## src/rtl/db7_ssi_pkg.sv

```systemverilog
// Shared types and frame constants for the DB7 SSI serial master.
// The optional read/write parity bit is enabled by defining DB7_SSI_PARITY_EN.
package db7_ssi_pkg;

    typedef enum logic [2:0] {
        IDLE,
        ADDR,
        DATA,
        STROBE,
        ACK
    } state_t;

    localparam int ADDR_BITS = 9;
    localparam int DATA_BITS = 16;

    // Bit counter covers the longest shift phase (16 data bits + parity).
    localparam int BIT_CNT_W = 5;
    typedef logic [BIT_CNT_W-1:0] bit_cnt_t;

    // Wide enough for 2 x ACK_TIMEOUT ticks with ACK_TIMEOUT up to 1023.
    localparam int ACK_CNT_W = 11;
    typedef logic [ACK_CNT_W-1:0] ack_cnt_t;

endpackage

```

## src/rtl/ssi_tick_gen.sv

```systemverilog
// Divider producing a one-cycle tick every CLK_DIV PCI_Clock cycles while enabled.
// A restart pulse realigns the phase so the first tick lands CLK_DIV cycles later.
module ssi_tick_gen #(
    parameter int CLK_DIV = 4
) (
    input  logic PCI_Clock,
    input  logic PCI_Reset,
    input  logic restart,
    input  logic enable,
    output logic tick
);

    localparam logic [7:0] DIV_LAST = 8'(CLK_DIV - 1);

    logic [7:0] div_cnt_reg;

    always_ff @(posedge PCI_Clock or negedge PCI_Reset) begin
        if (!PCI_Reset) begin
            div_cnt_reg <= '0;
        end else if (restart) begin
            div_cnt_reg <= '0;
        end else if (enable) begin
            div_cnt_reg <= (div_cnt_reg == DIV_LAST) ? 8'd0 : div_cnt_reg + 8'd1;
        end
    end

    assign tick = enable && !restart && (div_cnt_reg == DIV_LAST);

endmodule

```

## src/rtl/db7_ssi_master.sv

```systemverilog
// DB7 SSI master: serialises one register transfer per start pulse and waits for SSAck.
// Define DB7_SSI_PARITY_EN to append an even-parity bit to the data phase.
module db7_ssi_master
    import db7_ssi_pkg::*;
#(
    parameter int CLK_DIV     = 4,
    parameter int ACK_TIMEOUT = 64
) (
    input  logic        PCI_Clock,
    input  logic        PCI_Reset,
    input  logic        start,
    input  logic        rd_nwr,
    input  logic [7:0]  addr,
    input  logic [15:0] wdata,
    output logic [15:0] rdata,
    output logic        ready,
    output logic        no_response,
    output logic        parity_err,
    output logic        SSClock,
    output logic        SSAddr,
    output logic        SSDOut,
    output logic        SSStrobe,
    input  logic        SSAck
);

`ifdef DB7_SSI_PARITY_EN
    localparam int FRAME_DATA_BITS = DATA_BITS + 1;
`else
    localparam int FRAME_DATA_BITS = DATA_BITS;
`endif

    localparam bit_cnt_t ADDR_LAST   = BIT_CNT_W'(ADDR_BITS - 1);
    localparam bit_cnt_t DATA_LAST   = BIT_CNT_W'(FRAME_DATA_BITS - 1);
    localparam bit_cnt_t STROBE_LAST = BIT_CNT_W'(2);
    localparam ack_cnt_t ACK_LAST    = ACK_CNT_W'(2 * ACK_TIMEOUT - 1);

    state_t                       state_reg,   state_next;
    logic                         phase_reg,   phase_next;
    bit_cnt_t                     bit_cnt_reg, bit_cnt_next;
    ack_cnt_t                     ack_cnt_reg, ack_cnt_next;
    logic                         rd_reg,      rd_next;
    logic [ADDR_BITS-1:0]         addr_sh_reg, addr_sh_next;
    logic [FRAME_DATA_BITS-1:0]   tx_sh_reg,   tx_sh_next;
    logic [DATA_BITS-1:0]         rx_reg,      rx_next;
    logic [DATA_BITS-1:0]         rdata_reg,   rdata_next;
    logic                         ready_reg,   ready_next;
    logic                         no_resp_reg, no_resp_next;
    logic                         sclk_reg,    sclk_next;
    logic                         ssaddr_reg,  ssaddr_next;
    logic                         ssdout_reg,  ssdout_next;
    logic                         strobe_reg,  strobe_next;
`ifdef DB7_SSI_PARITY_EN
    logic                         rx_par_reg,  rx_par_next;
    logic                         par_err_reg, par_err_next;
`endif

    logic ack_meta_reg, ack_sync_reg;
    logic accept;
    logic tick;

    assign accept = (state_reg == IDLE) && start && ready_reg;

    ssi_tick_gen #(
        .CLK_DIV (CLK_DIV)
    ) u_tick_gen (
        .PCI_Clock (PCI_Clock),
        .PCI_Reset (PCI_Reset),
        .restart   (accept),
        .enable    (state_reg != IDLE),
        .tick      (tick)
    );

    // SSAck comes from the slave with no clock relationship to PCI_Clock.
    always_ff @(posedge PCI_Clock or negedge PCI_Reset) begin
        if (!PCI_Reset) begin
            ack_meta_reg <= 1'b0;
            ack_sync_reg <= 1'b0;
        end else begin
            ack_meta_reg <= SSAck;
            ack_sync_reg <= ack_meta_reg;
        end
    end

    always_ff @(posedge PCI_Clock or negedge PCI_Reset) begin
        if (!PCI_Reset) begin
            state_reg   <= IDLE;
            phase_reg   <= 1'b0;
            bit_cnt_reg <= '0;
            ack_cnt_reg <= '0;
            rd_reg      <= 1'b0;
            addr_sh_reg <= '0;
            tx_sh_reg   <= '0;
            rx_reg      <= '0;
            rdata_reg   <= '0;
            ready_reg   <= 1'b1;
            no_resp_reg <= 1'b0;
            sclk_reg    <= 1'b0;
            ssaddr_reg  <= 1'b0;
            ssdout_reg  <= 1'b0;
            strobe_reg  <= 1'b0;
`ifdef DB7_SSI_PARITY_EN
            rx_par_reg  <= 1'b0;
            par_err_reg <= 1'b0;
`endif
        end else begin
            state_reg   <= state_next;
            phase_reg   <= phase_next;
            bit_cnt_reg <= bit_cnt_next;
            ack_cnt_reg <= ack_cnt_next;
            rd_reg      <= rd_next;
            addr_sh_reg <= addr_sh_next;
            tx_sh_reg   <= tx_sh_next;
            rx_reg      <= rx_next;
            rdata_reg   <= rdata_next;
            ready_reg   <= ready_next;
            no_resp_reg <= no_resp_next;
            sclk_reg    <= sclk_next;
            ssaddr_reg  <= ssaddr_next;
            ssdout_reg  <= ssdout_next;
            strobe_reg  <= strobe_next;
`ifdef DB7_SSI_PARITY_EN
            rx_par_reg  <= rx_par_next;
            par_err_reg <= par_err_next;
`endif
        end
    end

    always_comb begin
        state_next   = state_reg;
        phase_next   = phase_reg;
        bit_cnt_next = bit_cnt_reg;
        ack_cnt_next = ack_cnt_reg;
        rd_next      = rd_reg;
        addr_sh_next = addr_sh_reg;
        tx_sh_next   = tx_sh_reg;
        rx_next      = rx_reg;
        rdata_next   = rdata_reg;
        ready_next   = ready_reg;
        no_resp_next = no_resp_reg;
        sclk_next    = sclk_reg;
        ssaddr_next  = ssaddr_reg;
        ssdout_next  = ssdout_reg;
        strobe_next  = strobe_reg;
`ifdef DB7_SSI_PARITY_EN
        rx_par_next  = rx_par_reg;
        par_err_next = par_err_reg;
`endif

        unique case (state_reg)
            IDLE: begin
                if (accept) begin
                    rd_next      = rd_nwr;
                    addr_sh_next = {addr, rd_nwr};
`ifdef DB7_SSI_PARITY_EN
                    tx_sh_next   = {wdata, ^wdata};
                    par_err_next = 1'b0;
`else
                    tx_sh_next   = wdata;
`endif
                    no_resp_next = 1'b0;
                    ready_next   = 1'b0;
                    phase_next   = 1'b0;
                    bit_cnt_next = '0;
                    state_next   = ADDR;
                end
            end

            ADDR: begin
                if (tick) begin
                    if (!phase_reg) begin
                        sclk_next    = 1'b0;
                        ssaddr_next  = addr_sh_reg[ADDR_BITS-1];
                        ssdout_next  = 1'b0;
                        addr_sh_next = {addr_sh_reg[ADDR_BITS-2:0], 1'b0};
                        phase_next   = 1'b1;
                    end else begin
                        sclk_next  = 1'b1;
                        phase_next = 1'b0;
                        if (bit_cnt_reg == ADDR_LAST) begin
                            bit_cnt_next = '0;
                            state_next   = DATA;
                        end else begin
                            bit_cnt_next = bit_cnt_reg + 1'b1;
                        end
                    end
                end
            end

            DATA: begin
                if (tick) begin
                    if (!phase_reg) begin
                        sclk_next   = 1'b0;
                        ssaddr_next = 1'b0;
                        ssdout_next = rd_reg ? 1'b0 : tx_sh_reg[FRAME_DATA_BITS-1];
                        tx_sh_next  = {tx_sh_reg[FRAME_DATA_BITS-2:0], 1'b0};
                        phase_next  = 1'b1;
                    end else begin
                        sclk_next  = 1'b1;
                        phase_next = 1'b0;
                        // Read data is captured on the rising SSClock tick, MSB first.
                        if (rd_reg) begin
`ifdef DB7_SSI_PARITY_EN
                            if (bit_cnt_reg == DATA_LAST) begin
                                rx_par_next = ack_sync_reg;
                            end else begin
                                rx_next = {rx_reg[DATA_BITS-2:0], ack_sync_reg};
                            end
`else
                            rx_next = {rx_reg[DATA_BITS-2:0], ack_sync_reg};
`endif
                        end
                        if (bit_cnt_reg == DATA_LAST) begin
                            bit_cnt_next = '0;
                            state_next   = STROBE;
                        end else begin
                            bit_cnt_next = bit_cnt_reg + 1'b1;
                        end
                    end
                end
            end

            STROBE: begin
                // Strobe rises on the first tick and drops two ticks later: one SSClock period.
                if (tick) begin
                    if (bit_cnt_reg == '0) begin
                        sclk_next    = 1'b0;
                        ssdout_next  = 1'b0;
                        strobe_next  = 1'b1;
                        bit_cnt_next = bit_cnt_reg + 1'b1;
                    end else if (bit_cnt_reg == STROBE_LAST) begin
                        strobe_next  = 1'b0;
                        bit_cnt_next = '0;
                        ack_cnt_next = '0;
                        state_next   = ACK;
                    end else begin
                        bit_cnt_next = bit_cnt_reg + 1'b1;
                    end
                end
            end

            ACK: begin
                // An ack seen on the expiring tick still wins over the timeout.
                if (tick) begin
                    if (ack_sync_reg) begin
                        if (rd_reg) begin
                            rdata_next = rx_reg;
`ifdef DB7_SSI_PARITY_EN
                            par_err_next = (rx_par_reg != ^rx_reg);
`endif
                        end
                        ready_next = 1'b1;
                        state_next = IDLE;
                    end else if (ack_cnt_reg == ACK_LAST) begin
                        no_resp_next = 1'b1;
                        ready_next   = 1'b1;
                        state_next   = IDLE;
                    end else begin
                        ack_cnt_next = ack_cnt_reg + 1'b1;
                    end
                end
            end

            default: begin
                state_next = IDLE;
            end
        endcase
    end

    assign rdata       = rdata_reg;
    assign ready       = ready_reg;
    assign no_response = no_resp_reg;
    assign SSClock     = sclk_reg;
    assign SSAddr      = ssaddr_reg;
    assign SSDOut      = ssdout_reg;
    assign SSStrobe    = strobe_reg;
`ifdef DB7_SSI_PARITY_EN
    assign parity_err  = par_err_reg;
`else
    assign parity_err  = 1'b0;
`endif

endmodule

```

## config.mk

```make
export PLATFORM = sky130hd
export DESIGN_NAME = db7_ssi_master
export DESIGN_NICKNAME = d
export VERILOG_FILES = /design/src/rtl/db7_ssi_pkg.sv /design/src/rtl/ssi_tick_gen.sv /design/src/rtl/db7_ssi_master.sv
export SDC_FILE = /design/constraint.sdc
export NUM_CORES = 1
export LEC_CHECK = 0
export CAP_MARGIN = 20
export CORE_ASPECT_RATIO = 0.7
export CORE_MARGIN = 4
export CORE_UTILIZATION = 60
export CTS_BUF_LIST = sky130_fd_sc_hd__clkbuf_16
export CTS_CLUSTER_SIZE = 40
export DETAILED_ROUTE_END_ITERATION = 16
export PLACE_DENSITY = 0.9
export SYNTH_ARGS = -nofsm -noshare
export SYNTH_HDL_FRONTEND = slang
export SYNTH_SLANG_ARGS = --single-unit
```

## constraint.sdc

```tcl
create_clock -name PCI_Clock -period 4.1 [get_ports PCI_Clock]
set_input_delay 0.82 -clock PCI_Clock [delete_from_list [all_inputs] [get_ports PCI_Clock]]
set_output_delay 0.82 -clock PCI_Clock [all_outputs]
set_load 0.02 [all_outputs]
```

==> impl_metrics.py <==
metrics = {
    "timing": {
        "fmax_mhz": 368,
        "tightestPinTransition_ps": 915,
        "fin_skew_ps": 7.80,
        "period_minus_slack_ps": 2720,
        "finalSetupViolations": 0,
        "hold_viol": 0,
        "slew_headroom": 0.390,
        "rsz0062_at_grt": "false",
        "fin_crit_sh": 0.663,
        "fin_setup_tns_ps": 0,
        "drv_slew": 0,
    },
    "global_route": {
        "met2_usage": 0.375,
        "grt_pass1_wl_um": 16800,
        "grt_util_all_layers": 0.231,
        "met3_usage": 0.0588,
        "top_usage_layer": "met2",
        "grt_max_degree": 74,
        "grt_pass1_vias": 3525,
        "grt_overflow_total": 0,
        "met1_usage": 0.307,
        "grt_antenna_before_repair": 0,
    },
    "setup_path": {
        "critical_path_buf_inv_count": 0,
        "critPathTopFamily": "simple AND/OR/NAND/NOR gates",
        "cpPeakStageDelay_ps": 760,
        "ff2ff_path_depth": 5,
        "crit_required_ps": 4360,
        "r2r_slack_ps": 1380,
        "r2r-start": "state_reg[1]",
        "cp-end-kind": "flip-flop",
        "critPathSlowestCell": "dfrtp_1",
        "crit_type": "reg -> reg",
        "cp.arrival_ps": 2980,
        "path_max_fanout": 20,
        "worstPathCellList": "or4bb_1, nor4_4, a41oi_2, or3_1, a21oi_1",
        "rr_endpoint": "ack_cnt_reg[3]",
        "start_kind": "flip-flop",
    },
    "layout": {
        "final-seq-area_sq_um": 2350,
        "nNetsFinal": 527,
        "multiInputGateArea_sq_um": 2120,
        "fin_util": 0.742,
        "num_antenna_cells": 0,
        "area_delta_synth_final_pct": 18.7,
        "nFillCells": 454,
        "drive_gt1_frac": 0.127,
    },
    "power": {
        "seq_power_share": 0.407,
        "peakVddDrop_v": 0.000469,
        "powerDensity_nw_per_um2": 645,
        "p_switching_mw": 1.43,
        "power.share.clock": 0.233,
        "internal-power_mw": 2.11,
        "p_leak_nw": 2.40,
        "combPwrFrac": 0.360,
        "p_sw_frac": 0.403,
    },
    "place": {
        "io_buffers": 50,
        "place_congestion": 0.881,
        "hpwl_um": 6940,
    },
    "synthesis": {
        "synth_edf_count": 0,
        "synth_area_sq_um": 4610,
        "syn_area_per_cell_sq_um": 10.3,
        "synth_fp_nets": 482,
        "ys_ff_latch": 94,
        "synth_top_area_cell": "dfrtp_1",
        "yosysMostFrequentCell": "dfrtp_1",
        "syn_inst": 446,
        "ys.flop_type": "dfrtp_1",
        "netlist_top_cells_count": "dfrtp_1 (93), nand2_1 (63), nor2_1 (44)",
        "ys_async_sr_fraction": 1.00,
        "yosys_warnings": 0,
        "netlist_top_cells_area": "dfrtp_1 (50%), nand2_1 (5.1%), mux2_2 (3.7%)",
        "synth_cell_types": 62,
        "yosysTopAreaCellShare": 0.504,
        "seq_area_frac_synth": 0.510,
    },
    "floorplanning": {
        "row_count": 26,
        "pin_count": 52,
        "initial_core_util": 0.625,
        "dieArea_sq_um": 9180,
        "die_h_um": 81.4,
        "core_area_sq_um": 7380,
        "die_w_um": 113,
    },
    "cts": {
        "cts_tree": "done",
        "postCtsSetupBuffers": 0,
        "clk_pin_slew_ps": 70,
        "clock_path_buffers": 2,
        "clock_latency_ps": 340,
        "cts_max_level": 3,
        "hold_buffers": 0,
        "cts_made_buffers": 9,
        "cts_resized": 0,
        "clock-sinks": 94,
        "root_buffer": "clkbuf_16",
    },
    "worst_hold_path": {
        "timing.hold.worst.class": "reg -> reg",
        "holdPathEnd": "ack_sync_reg",
        "worstHoldStart": "ack_meta_reg",
        "hold_path_depth": 0,
    },
    "detailed_routing": {
        "drc": 0,
        "vias_per_cell": 6.09,
        "first_pass_iters": 5,
        "wl_um": 10200,
        "detail_route.wl_per_cell_um": 17.2,
        "antenna_left": 0,
        "num_vias": 3620,
        "drt_iter0_markers": 290,
    },
    "outcome": {
        "status": "finished clean",
    },
    "run": {
        "drv_cap": 0,
    },
}
worst max path at each step:
stage / start / endpoint / slack, ps / depth (start not counted)
2_1_floorplan: u_tick_gen.div_cnt_reg[0] / rx_reg[10] / 1960 / 6
3_3_place_gp: start / tx_sh_reg[7] / 1340 / 5
3_5_place_dp: start / tx_sh_reg[5] / 1240 / 5
4_1_cts: u_tick_gen.div_cnt_reg[0] / tx_sh_reg[2] / 1320 / 6
5_1_grt: u_tick_gen.div_cnt_reg[0] / state_reg[1] / 1250 / 6
6_report: state_reg[1] / ack_cnt_reg[3] / 1380 / 5
through the flow:
stage	std cells	cell area (sq um)	power, mW	hold slack (ps)	worst slack (ps)
after global routing	594	5480	3.75	379	1250
after global placement	577	5170	2.60	338	1340
after CTS	593	5470	3.50	365	1320
after detailed placement	577	5170	2.68	348	1240
after floorplan	446	4610	2.33	331	1960
final	594	5480	3.53	370	1380
cell families after synthesis:
kind of cell             share of synthesized area
XOR/XNOR                                   0.00570
AND/OR/NAND/NOR                              0.182
multiplexers                                 0.107
other                                     0.000813
buffers and inverters                       0.0320
AO/OA/AOI/OAI                                0.144
flip-flops                                   0.510
adder cells (fa/ha/maj)                     0.0190
metal layers:
| metal | vias up | routed length (um) |
|---|---|---|
| met3 | 25 | 744 |
| met4 | 0 | 195 |
| met5 | - | 0 |
| met2 | 159 | 4860 |
| li1 | 1678 | - |
| met1 | 1758 | 4430 |
layout make-up:
cell class / count / share of cell area
repair buffers: 54 / 0.0971
inverters: 13 / 0.00891
clock inverters: 7 / 0.0137
flip-flops and latches: 94 / 0.430
multi-input cells: 319 / 0.387
clock buffers: 9 / 0.0411
well taps: 98 / 0.0224
power by group through the flow:
stage               clock network, mW  registers [mW]  logic [mW]
finish                          0.822            1.44        1.27
global route                    0.870            1.47        1.41
CTS                             0.827            1.43        1.25
detailed placement                  0            1.44        1.24
global placement                    0            1.43        1.17
floorplan                           0            1.35       0.980
cell usage in the layout, fill, tap and decap left out, drive strengths merged, types with 5 or more instances in the layout:
cell type and n:
a21oi 19, a31oi 17, and3 6, buf 5, clkbuf 9, clkdlybuf4s50 49, dfrtp 93, ha 7
inv 17, mux2 33, mux2i 9, nand2 64, nand3 10, nand4 7, nor2 45, nor3 7
o21ai 33, o31ai 5
Power figures use the tool's default switching activity.
